$ cat src/rtl/write_back_unit.sv
// write_back_unit: final pipeline stage. Retires instructions from the
// memory-access stage, waits on data-memory load responses, aligns and extends
// load data, flags misaligned or illegal loads, and issues the register-file
// write.
//
// Ports:
//   clock_i, nreset_i              clock, asynchronous active-low reset
//   mem_*_i                        instruction and operands from memory-access stage
//   mem_stall_o                    combinational hold of the memory-access stage
//   dmem_rdata_i, dmem_rvalid_i    load response (word-aligned data)
//   rf_wen_o, rf_waddr_o, rf_wdata_o   register-file write port (registered)
//   retire_valid_o, retire_pc_o    retirement strobe and PC (registered)
//   load_fault_o                   one-cycle pulse for a faulted load
//   instret_o                      retired-instruction counter
//
// Configuration: define WB_INSTRET_EN to build the 64-bit retire counter;
// without it instret_o is tied to zero.

`ifndef XLEN
`define XLEN 32
`endif
`ifndef ILEN
`define ILEN 32
`endif
`ifndef PC_INIT
`define PC_INIT 32'h0000_0000
`endif

module write_back_unit #(
  parameter logic [`XLEN-1:0] PC_INIT = `PC_INIT
) (
  input  logic              clock_i,
  input  logic              nreset_i,
  input  logic              mem_bubble_i,
  input  logic [`XLEN-1:0]  mem_pc_i,
  input  logic [`ILEN-1:0]  mem_instruct_i,
  input  logic [5:0]        mem_instruct_type_i,
  input  logic [4:0]        mem_rdt_addr_i,
  input  logic [`XLEN-1:0]  mem_rdt_wdata_i,
  input  logic              mem_is_mem_op_i,
  input  logic              mem_mem_op_type_i,
  input  logic [`XLEN-1:0]  mem_mem_addr_i,
  output logic              mem_stall_o,
  input  logic [`XLEN-1:0]  dmem_rdata_i,
  input  logic              dmem_rvalid_i,
  output logic              rf_wen_o,
  output logic [4:0]        rf_waddr_o,
  output logic [`XLEN-1:0]  rf_wdata_o,
  output logic              retire_valid_o,
  output logic [`XLEN-1:0]  retire_pc_o,
  output logic              load_fault_o,
  output logic [63:0]       instret_o
);

  localparam int unsigned XLEN = `XLEN;
  localparam int unsigned ILEN = `ILEN;

  typedef enum logic [0:0] {
    IDLE      = 1'b0,
    WAIT_LOAD = 1'b1
  } state_t;

  state_t           state_q;
  state_t           state_next;
  logic             complete;
  logic             stall;
  logic             is_load;
  logic             is_store;
  logic [2:0]       funct3;
  logic [1:0]       lane;
  logic [7:0]       lane_byte;
  logic [15:0]      lane_half;
  logic [XLEN-1:0]  load_data;
  logic             load_fault;
  logic             unused_bits;

  // Instruction classification
  assign is_load  = !mem_bubble_i && mem_is_mem_op_i && !mem_mem_op_type_i;
  assign is_store = !mem_bubble_i && mem_is_mem_op_i &&  mem_mem_op_type_i;
  assign funct3   = mem_instruct_i[14:12];
  assign lane     = mem_mem_addr_i[1:0];

  // Fields that write-back does not consume
  assign unused_bits = ^{mem_instruct_i[ILEN-1:15], mem_instruct_i[11:0],
                         mem_instruct_type_i, mem_mem_addr_i[XLEN-1:2]};

  // State register
  always_ff @(posedge clock_i or negedge nreset_i) begin : state_reg
    if (!nreset_i) begin
      state_q <= IDLE;
    end else begin
      state_q <= state_next;
    end
  end

  // Next-state logic
  always_comb begin : next_state_comb
    state_next = state_q;
    case (state_q)
      IDLE: begin
        if (is_load && !dmem_rvalid_i) begin
          state_next = WAIT_LOAD;
        end
      end
      WAIT_LOAD: begin
        if (dmem_rvalid_i) begin
          state_next = IDLE;
        end
      end
      default: state_next = IDLE;
    endcase
  end

  // Completion and stall decode; the stalled stage holds its inputs, so the
  // load fields are still valid when the response arrives in WAIT_LOAD.
  always_comb begin : output_comb
    complete = 1'b0;
    stall    = 1'b0;
    case (state_q)
      IDLE: begin
        complete = !mem_bubble_i && (!is_load || dmem_rvalid_i);
        stall    = is_load && !dmem_rvalid_i;
      end
      WAIT_LOAD: begin
        complete = dmem_rvalid_i;
        stall    = !dmem_rvalid_i;
      end
      default: begin
        complete = 1'b0;
        stall    = 1'b0;
      end
    endcase
  end

  // Stall is forced low while reset is asserted
  assign mem_stall_o = stall && nreset_i;

  // Lane selection from the word-aligned response
  always_comb begin : lane_select
    lane_byte = dmem_rdata_i[7:0];
    case (lane)
      2'd0: lane_byte = dmem_rdata_i[7:0];
      2'd1: lane_byte = dmem_rdata_i[15:8];
      2'd2: lane_byte = dmem_rdata_i[23:16];
      2'd3: lane_byte = dmem_rdata_i[31:24];
      default: lane_byte = dmem_rdata_i[7:0];
    endcase
    lane_half = lane[1] ? dmem_rdata_i[31:16] : dmem_rdata_i[15:0];
  end

  // Load extension and fault detection
  always_comb begin : load_format
    load_data  = '0;
    load_fault = 1'b0;
    case (funct3)
      3'b000: load_data = {{(XLEN-8){lane_byte[7]}}, lane_byte};
      3'b100: load_data = {{(XLEN-8){1'b0}}, lane_byte};
      3'b001: begin
        load_fault = lane[0];
        load_data  = {{(XLEN-16){lane_half[15]}}, lane_half};
      end
      3'b101: begin
        load_fault = lane[0];
        load_data  = {{(XLEN-16){1'b0}}, lane_half};
      end
      3'b010: begin
        load_fault = (lane != 2'd0);
        load_data  = dmem_rdata_i;
      end
      default: load_fault = 1'b1;
    endcase
  end

  // Registered write-back and retirement outputs
  always_ff @(posedge clock_i or negedge nreset_i) begin : wb_regs
    if (!nreset_i) begin
      rf_wen_o       <= 1'b0;
      rf_waddr_o     <= 5'd0;
      rf_wdata_o     <= '0;
      retire_valid_o <= 1'b0;
      retire_pc_o    <= PC_INIT;
      load_fault_o   <= 1'b0;
    end else begin
      retire_valid_o <= complete;
      load_fault_o   <= complete && is_load && load_fault;
      rf_wen_o       <= complete && (mem_rdt_addr_i != 5'd0) && !is_store
                        && !(is_load && load_fault);
      if (complete) begin
        retire_pc_o <= mem_pc_i;
        rf_waddr_o  <= mem_rdt_addr_i;
        rf_wdata_o  <= is_load ? load_data : mem_rdt_wdata_i;
      end
    end
  end

`ifdef WB_INSTRET_EN
  logic [63:0] instret_q;

  // Retire counter, faulted loads included; wraps naturally
  always_ff @(posedge clock_i or negedge nreset_i) begin : instret_reg
    if (!nreset_i) begin
      instret_q <= 64'd0;
    end else if (complete) begin
      instret_q <= instret_q + 64'd1;
    end
  end

  assign instret_o = instret_q;
`else
  assign instret_o = 64'd0;
`endif

endmodule

$ cat config.mk
export PLATFORM = sky130hd
export DESIGN_NAME = write_back_unit
export DESIGN_NICKNAME = d
export VERILOG_FILES = /design/src/rtl/write_back_unit.sv
export SDC_FILE = /design/constraint.sdc
export NUM_CORES = 1
export LEC_CHECK = 0
export CAP_MARGIN = 20
export CORE_ASPECT_RATIO = 1.75
export CORE_MARGIN = 2
export CORE_UTILIZATION = 28
export CTS_CLUSTER_SIZE = 40
export DETAILED_ROUTE_END_ITERATION = 12
export PLACE_DENSITY_LB_ADDON = 0.12
export SYNTH_ARGS = -nofsm -noshare
export SYNTH_HDL_FRONTEND = slang
export SYNTH_SLANG_ARGS = --single-unit
$ cat constraint.sdc
create_clock -name clock_i -period 2.2 [get_ports clock_i]
set_input_delay 0.66 -clock clock_i [delete_from_list [all_inputs] [get_ports clock_i]]
set_output_delay 0.66 -clock clock_i [all_outputs]
set_load 0.005 [all_outputs]
==> results of run 1 <==
worst max-delay path by stage:
stage	startpoint	to	cells after the start
6_report	mem_mem_addr_i[0]	rf_wdata_o[0]	6
5_1_grt	mem_mem_addr_i[0]	rf_wdata_o[1]	6
4_1_cts	mem_mem_addr_i[1]	rf_wdata_o[31]	7
3_5_place_dp	mem_is_mem_op_i	mem_stall_o	6
3_3_place_gp	mem_is_mem_op_i	mem_stall_o	6
2_1_floorplan	mem_mem_addr_i[1]	rf_wdata_o[13]	6
stage by stage:
step                setup WS, ps  area (um2)  setup TNS, ps  utilization, %  power (mW)
detailed placement          -709        6530         -25770            42.5        3.06
CTS                         6.49        6890              0            44.7        4.78
floorplan                   48.7        4620              0               -        2.23
global route              0.0322        6940              0            45.1        4.98
finish                      71.0        6940              0            45.1        4.73
global placement            -680        6530         -23920            42.5        3.04
metal layers:
metal	part of all wire, %	up-vias	track usage, %
met5	0	-	0
met4	5.7	0	10.9
met3	6.0	34	3.46
met2	50	210	30.8
met1	38	2060	20.4
li1	-	2070	-
synth_stat cells (5+ instances only):
library cell / count / area share, %
nand2_1: 129 / 11
mux2i_1: 14 / 3.2
buf_2: 5 / 0.57
a22oi_1: 7 / 1.2
dfrtp_1: 73 / 42
a31oi_1: 9 / 1.3
nor2_1: 45 / 3.8
a222oi_1: 6 / 1.4
clkbuf_1: 27 / 2.3
a211oi_1: 32 / 5.5
buf_4: 64 / 11
a221oi_1: 17 / 3.4
nor3b_1: 11 / 1.9
o21bai_1: 6 / 1.0
a221oi_2: 6 / 2.1
nor2b_1: 5 / 0.71
o2111ai_1: 7 / 1.4
final cells by class:
class | count | area [um2]
clock inverters | 5 | 104
clock buffers | 10 | 239
flip-flops and latches | 73 | 1830
multi-input cells | 388 | 2190
diodes | 1 | 2.50
fillers | 1519 | 8450
repair buffers | 240 | 2330
well taps | 186 | 233
inverters | 4 | 17.5
power breakdown:
group | switching [mW] | internal (mW)
Sequential | 0.112 | 1.55
Combinational | 0.581 | 0.797
Clock | 0.563 | 1.13
Total | 1.26 | 3.48
registers in the layout, summed over array words and instances, names as in the netlist:
name,count
rf_waddr_o,5
rf_wen_o,1
state_q,1
load_fault_o,1
rf_wdata_o,32
retire_valid_o,1
retire_pc_o,32
kinds of logic (layout without fill, tap and decap cells):
group	after synthesis	in the layout	synth area share, %
AND/OR/NAND/NOR	204	204	19.8
buffers and inverters	104	259	14.9
flip-flops	73	73	41.6
other	1	65	0.0855
AO/OA/AOI/OAI	104	104	19.7
multiplexers	16	16	3.96
critical path: stages:
cell	delay [ps]
clkdlybuf4s50_1	490
buf_4	180
nor3b_1	600
a22oi_1	170
o2111ai_1	120
a31oi_1	110
repair_timing:
action                     4_1_cts  5_1_grt
pin swaps                        4        4
hold buffers                     0        0
gates resized for setup         14       18
buffers inserted                 1        1
setup endpoints to repair       50       50
gates cloned                     0        0
==> out/metrics.yaml, run 1 <==
outcome:
  status: "completed"
global_route:
  grt_max_degree: 74
  gr-total-overflow: 0
  gr-usage-all-layers_pct: 18.0
  antenna_found_initial: 1
  grt_pass1_vias: 4460
  grt_pass1_wl_um: 23400
logic_synthesis:
  synth_cells: 502
  synth_area_per_cell_um2: 8.74
  syn-cell-area_um2: 4390
  synthDistinctLibCells: 46
  ys_ff_latch: 73
  seq_area_frac_synth_pct: 41.6
  yosysWarnings: 0
  synthFlopType: "dfrtp_1"
  synth_edf_count: 0
  async_flop_share_pct: 100
place:
  dpl.hpwl_um: 12300
  dp_cells: 889
  place.port_buffers: 184
  gp_congestion: 0.850
floorplanning:
  io_pins: 314
  core_area_um2: 15400
  rows: 60
  die-area_um2: 16700
  start_util_pct: 28.5
  dieWidth_um: 98.6
  die_h_um: 170
worst_setup_path:
  end_kind: "flop"
  r2r-start: "state_q"
  setup.worst_path.start_class: "input port"
  cp.required_ps: 2400
  rrSetupSlack_ps: 570
  worst_ep_arrival_time_ps: 2330
  r2r_cells: 6
  crit_type: "in -> reg"
  worst-path-max-fanout: 11
  r2r_end: "rf_wdata_o[9]"
layout:
  final_cell_mix: "clkdlybuf4s50_1, nand2_1, dfrtp_1"
  final_common_cell: "clkdlybuf4s50_1"
  final_nets: 893
  syn_to_final_growth_pct: 58.2
  drive_gt1_share_pct: 13.3
  final-instance-count-excl-fill: 907
sta:
  fmax_ghz: 0.470
  fin_crit_ps: 2130
  fin_skew_ps: 6.31
  maxSlewHeadroom_pct: 35.4
  rsz0062_at_grt: "no"
  worst_pin_slew_ps: 968
  fin_crit_sh_pct: 96.8
  finalSetupViolations: 0
  hold_violations: 0
  drv_slew: 0
  whs_ps: 471
cts:
  clk_path_buf_depth: 2
  cts_tree: "built"
  clock_latency_ps: 320
  cts.sinks: 73
  cts_max_level: 3
  root_buffer: "clkbuf_16"
  cts_made_buffers: 9
  clk_pin_slew_ps: 60
hold_path:
  hp-start: "retire_pc_o[1]"
  whs_endpoint: "retire_pc_o[1]"
  whs_path_depth: 2
  hp-class: "reg -> reg"
route:
  post_drt_wl_per_cell_um: 17.1
  antenna_left: 0
  drc_errors: 0
  drt_wl_total_um: 15500
  vias: 4374
  routed_via_density: 4.82
  dr.pass1.iters: 6
  drtIter0Drc: 215
power:
  ir_drop_mv: 0.427
  p_leak_nw: 3.13
  p_per_area_nw_per_um2: 682
flow_run:
  maxCapViolCount: 0
Note: power is estimated with default switching activity, not from simulation.
==> run 2: changes to the inputs <==
--- a/config.mk
+++ b/config.mk
@@ -11,6 +11,7 @@
 export CORE_UTILIZATION = 28
 export CTS_CLUSTER_SIZE = 40
 export DETAILED_ROUTE_END_ITERATION = 12
+export GPL_ROUTABILITY_DRIVEN = 0
 export PLACE_DENSITY_LB_ADDON = 0.12
 export SYNTH_ARGS = -nofsm -noshare
 export SYNTH_HDL_FRONTEND = slang
==> constraint.sdc (replaced) <==
create_clock -name clock_i -period 2.4 [get_ports clock_i]
set_input_delay 0.72 -clock clock_i [delete_from_list [all_inputs] [get_ports clock_i]]
set_output_delay 0.72 -clock clock_i [all_outputs]
set_load 0.005 [all_outputs]
==> out/metrics.yaml, run 2 (same netlist as run 1, synthesis figures left out) <==
outcome:
  status: "completed"
cts:
  clk_path_buf_depth: 2  # unchanged
  cts_max_level: 3  # unchanged
  root_buffer: "clkbuf_16"
  clk_pin_slew_ps: 60  # about the same
  clock_latency_ps: 330  # about the same
  cts_made_buffers: 9  # unchanged
  cts_hold_buffers: 0  # unchanged
  cts.sinks: 73  # unchanged
  cts_tree: "built"
worst_setup_path:
  crit_chain: "clkdlybuf4s50_1 > buf_4 > nor3b_1 > or3_2 > buf_4 > a221oi_1 > a211oi_1"
  cpPeakStageDelay_ps: 520  # -80 ps
  crit_top_cell: "buf_4"
  setup.worst_path.start_class: "input port"
  cp.required_ps: 2610  # +210 ps
  end_kind: "flop"
  worst-path-max-fanout: 25  # +14
  critPathBufInv: 3  # +1
  worst_ep_arrival_time_ps: 2500  # +170 ps
  cp_top_family: "buffers and inverters"
  crit_type: "in -> reg"
  cpMaxStageDelayCell: "or3_2"
layout:
  fin_util_pct: 44.6  # -0.50 points
  final_common_cell: "clkdlybuf4s50_1"
  drive_gt1_share_pct: 12.8  # -0.54 points
  syn_to_final_growth_pct: 56.4
  design_area_um2: 6860  # -1.1%
  final_nets: 892  # -0.11%
  final_cell_mix: "clkdlybuf4s50_1, nand2_1, dfrtp_1"
  top_regs: "retire_pc_o (32), rf_wdata_o (32), rf_waddr_o (5)"
route:
  routed_via_density: 4.75  # -1.6%
  antenna_left: 0  # unchanged
  drt_wl_total_um: 15400  # -0.39%
  drtIter0Drc: 211  # -1.9%
  drc_errors: 0  # unchanged
  post_drt_wl_per_cell_um: 17.0  # -0.28%
  vias: 4301  # -1.7%
  dr.pass1.iters: 5  # -1
global_route:
  gr-total-overflow: 0  # unchanged
  grt_pass1_wl_um: 23300  # -0.44%
  gr-usage-all-layers_pct: 17.9  # -0.034 points
  grt_pass1_vias: 4235  # -5.0%
  grt_max_degree: 61  # -18%
  antenna_found_initial: 1  # unchanged
floorplanning:
  die-area_um2: 16700  # unchanged
  core_area_um2: 15400  # unchanged
  dieWidth_um: 98.6  # unchanged
  start_util_pct: 28.5  # unchanged
  io_pins: 314  # unchanged
  rows: 60  # unchanged
  die_h_um: 170  # unchanged
power:
  ir_drop_mv: 0.291  # -32%
  p_per_area_nw_per_um2: 614  # -9.9%
  p_total_mw: 4.22  # -11%
  p_leak_nw: 3.08  # -1.7%
sta:
  rsz0062_at_grt: "no"
  fin_crit_ps: 2290
  hold_violations: 0  # unchanged
  fmax_ghz: 0.436
  setup_tns_ps: 0  # unchanged
  drv_slew: 0  # unchanged
  finalSetupViolations: 0  # unchanged
  fin_crit_sh_pct: 95.5
  fin_skew_ps: 7.95  # +1.64 ps
  worst_pin_slew_ps: 822  # -146 ps
  maxSlewHeadroom_pct: 45.2  # +9.7 points
  whs_ps: 350  # -121 ps
flow_run:
  maxCapViolCount: 0  # unchanged
place:
  dpl.hpwl_um: 12200  # -0.89%
  place.port_buffers: 184  # unchanged
  placed_area_um2: 6520  # -0.23%
hold_path:
  hp-class: "in -> async"
run 2: cell count changes in the layout (fill, tap and decap cells not counted), sizes merged:
cell	previous run	this run
clkdlybuf4s50	175	179
buf	59	56
clkdlybuf4s15	0	2
dlygate4sd2	2	0
dlymetal6s2s	2	0
inv	4	6
bufinv	3	2
clkbuf	12	11
clkinv	2	1
clkinvlp	0	1
run 2: layout make-up:
type,instances,area (um2)
fillers,1528,8530
well taps,186,233
repair buffers,239,2310
clock inverters,6,90.1
inverters,4,15.0
multi-input cells,388,2160
diodes,1,2.50
flip-flops and latches,73,1830
clock buffers,9,225
run 2: final timing paths:
kind                                  from              end  slack, ps  depth (start not counted)
setup / recovery             dmem_rvalid_i   rf_wdata_o[31]        110                          7
hold / removal                    nreset_i  retire_pc_o[17]        350                          2
setup reg to reg                   state_q   rf_wdata_o[31]        660                          5
hold reg to reg            retire_pc_o[16]  retire_pc_o[16]        470                          2
max in group asynchronous         nreset_i   rf_wdata_o[13]        980                          3
min in group clock_i       retire_pc_o[16]  retire_pc_o[16]        470                          2
run 2: power by group:
group	internal, mW	switching, mW
registers	1.42	0.101
clock network	0.910	0.541
logic	0.725	0.524
run 2: worst register-to-register path: cells and delay by family (launching register included):
family          cells  cell delay, ps
compound gates      2             360
buf+inv             1             260
flops               1             390
simple gates        2             610
run 2: per-stage QoR:
stage | setup WS (ps) | instances
2_1_floorplan | 189 | 565
4_1_cts | 0.238 | 904
6_report | 107 | 906
3_5_place_dp | -635 | 887
3_3_place_gp | -600 | 887
5_1_grt | 1.91 | 906
run 2: what timing repair did:
| item | 4_1_cts | 5_1_grt |
|---|---|---|
| hold endpoints to repair | 0 | 0 |
| pin swaps | 2 | 3 |
| resized for setup | 11 | 3 |
| buffers inserted | 2 | 1 |
| endpoints found under the setup margin | 20 | 2 |
run 2: layer usage:
metal	global-route usage (%)	wire length, um	share of wire, %	vias up
li1	-	-	-	2062
met1	20.7	5920	38	2005
met2	32.1	7940	51	213
met3	3.38	976	6.3	21
met4	7.62	581	3.8	0
met5	0	0	0	-
==> run 3: changes to the inputs <==
--- a/config.mk
+++ b/config.mk
@@ -13,6 +13,7 @@
 export DETAILED_ROUTE_END_ITERATION = 12
 export GPL_ROUTABILITY_DRIVEN = 0
 export PLACE_DENSITY_LB_ADDON = 0.12
+export RECOVER_POWER = 25
 export SYNTH_ARGS = -nofsm -noshare
 export SYNTH_HDL_FRONTEND = slang
 export SYNTH_SLANG_ARGS = --single-unit
==> out/metrics.yaml, run 3 (same netlist as run 1, synthesis figures left out) <==
power:
  swShare_pct: 27.7  # +0.030 points
  pwr-share-clk_pct: 34.4  # about the same
  p_int_mw: 3.05  # about the same
  pwr-share-comb_pct: 29.6  # about the same
  p_total_mw: 4.22  # about the same
  ir_drop_mv: 0.291  # -0.16%
  p_switching_mw: 1.17  # about the same
  p_leak_nw: 3.07  # -0.24%
  p_per_area_nw_per_um2: 615  # about the same
  power_frac_seq_pct: 36.0  # about the same
route:
  drtIter0Drc: 210  # -0.47%
  drc_errors: 0  # unchanged
  routed_via_density: 4.78  # +0.74%
  vias: 4333  # +0.74%
  antenna_left: 0  # unchanged
  dr.pass1.iters: 5  # unchanged
  drt_wl_total_um: 15400  # +0.17%
  post_drt_wl_per_cell_um: 17.0  # +0.17%
worst_setup_path:
  setup.worst_path.start_class: "input port"
  worst-path-max-fanout: 25  # unchanged
  cp.required_ps: 2600  # about the same
  crit_type: "in -> reg"
  end_kind: "flop"
  worst_ep_arrival_time_ps: 2500  # about the same
layout:
  final_cell_mix: "clkdlybuf4s50_1, nand2_1, dfrtp_1"
  final_common_cell: "clkdlybuf4s50_1"
  fin_util_pct: 44.5  # -0.049 points
  syn_to_final_growth_pct: 56.2
  drive_gt1_share_pct: 12.5  # -0.28 points
  top_regs: "retire_pc_o (32), rf_wdata_o (32), rf_waddr_o (5)"
  final_nets: 892  # unchanged
  design_area_um2: 6860  # -0.11%
  final-instance-count-excl-fill: 906  # unchanged
floorplanning:
  start_util_pct: 28.5  # unchanged
  rows: 60  # unchanged
  die_h_um: 170  # unchanged
  io_pins: 314  # unchanged
  die-area_um2: 16700  # unchanged
  core_area_um2: 15400  # unchanged
  dieWidth_um: 98.6  # unchanged
hold_path:
  hp-class: "reg -> reg"
cts:
  cts_max_level: 3  # unchanged
  cts_made_buffers: 9  # unchanged
  cts.sinks: 73  # unchanged
  root_buffer: "clkbuf_16"
  clock_latency_ps: 330  # about the same
  clk_pin_slew_ps: 60  # about the same
  cts_tree: "built"
  clk_path_buf_depth: 2  # unchanged
sta:
  finalSetupViolations: 0  # unchanged
  worst_pin_slew_ps: 886  # +63.7 ps
  fin_crit_ps: 2300  # +4.82 ps
  fmax_ghz: 0.435  # -0.21%
  whs_ps: 470  # +120 ps
  fin_crit_sh_pct: 95.7  # +0.20 points
  hold_violations: 0  # unchanged
  fin_ws_ps: 102  # -4.82 ps
  rsz0062_at_grt: "no"
  drv_slew: 0  # unchanged
  setup_tns_ps: 0  # unchanged
  fin_skew_ps: 8.59  # +0.633 ps
  maxSlewHeadroom_pct: 40.9  # -4.2 points
global_route:
  gr-total-overflow: 0  # unchanged
  gr-usage-all-layers_pct: 17.9  # unchanged
  grt_pass1_vias: 4235  # unchanged
  antenna_found_initial: 1  # unchanged
  grt_pass1_wl_um: 23300  # unchanged
  grt_max_degree: 61  # unchanged
place:
  dp_cells: 887  # unchanged
  pre_cts_slack_ps: -635  # unchanged
  placed_area_um2: 6520  # unchanged
  place.port_buffers: 184  # unchanged
  dpl.hpwl_um: 12200  # unchanged
outcome:
  status: "completed"
flow_run:
  maxCapViolCount: 0  # unchanged
==> run 3: cell types whose count changed in the layout (fill, tap and decap cells not counted), sizes merged <==
cell    change
buf         -3
clkbuf      +3
==> run 3: final timing paths <==
check	endpoint	cells past startpoint	slack (ps)	from
worst max register to register	rf_wdata_o[31]	5	660	state_q
min in group asynchronous	retire_pc_o[7]	2	640	nreset_i
worst max-delay path	rf_wdata_o[31]	7	100	dmem_rvalid_i
max in group asynchronous	rf_wdata_o[13]	3	320	nreset_i
worst min-delay path	rf_waddr_o[4]	2	470	rf_waddr_o[4]
worst min register to register	rf_waddr_o[4]	2	470	rf_waddr_o[4]
==> run 3: power by group through the flow <==
stage          Combinational (mW)  Clock, mW  Sequential, mW
3_3_place_gp                 1.25          0            1.53
6_report                     1.25       1.45            1.52
5_1_grt                      1.36       1.54            1.54
2_1_floorplan               0.494          0            1.55
4_1_cts                      1.27       1.49            1.52
3_5_place_dp                 1.26          0            1.54
==> run 3: final cells by class <==
type / instances / area [um2]
repair buffers: 239 / 2300
diodes: 1 / 2.50
multi-input cells: 388 / 2160
flip-flops and latches: 73 / 1830
well taps: 186 / 233
fillers: 1530 / 8530
clock buffers: 9 / 225
inverters: 4 / 15.0
clock inverters: 6 / 90.1
==> run 3: worst max-delay path, cell delays in order <==
cell and delay, ps:
clkdlybuf4s50_1 490, buf_4 120, nor3b_1 40, or3_2 520
buf_4 250, a221oi_1 230, a211oi_1 120
==> run 3: timing repair <==
action                                  in CTS  in global routing
pin swaps                                    2                  3
endpoints found under the setup margin      20                  2
setup buffers                                2                  1
hold buffers                                 0                  0
resized for setup                           11                  3
==> run 3: per-layer routing <==
layer / up-vias / routed length, um / track usage [%] / share of wire [%]
met5: - / 0 / 0 / 0
met1: 2031 / 5920 / 20.7 / 38
met4: 0 / 500 / 7.62 / 3.2
li1: 2069 / - / - / -
met3: 17 / 1020 / 3.38 / 6.6
met2: 216 / 8010 / 32.1 / 52
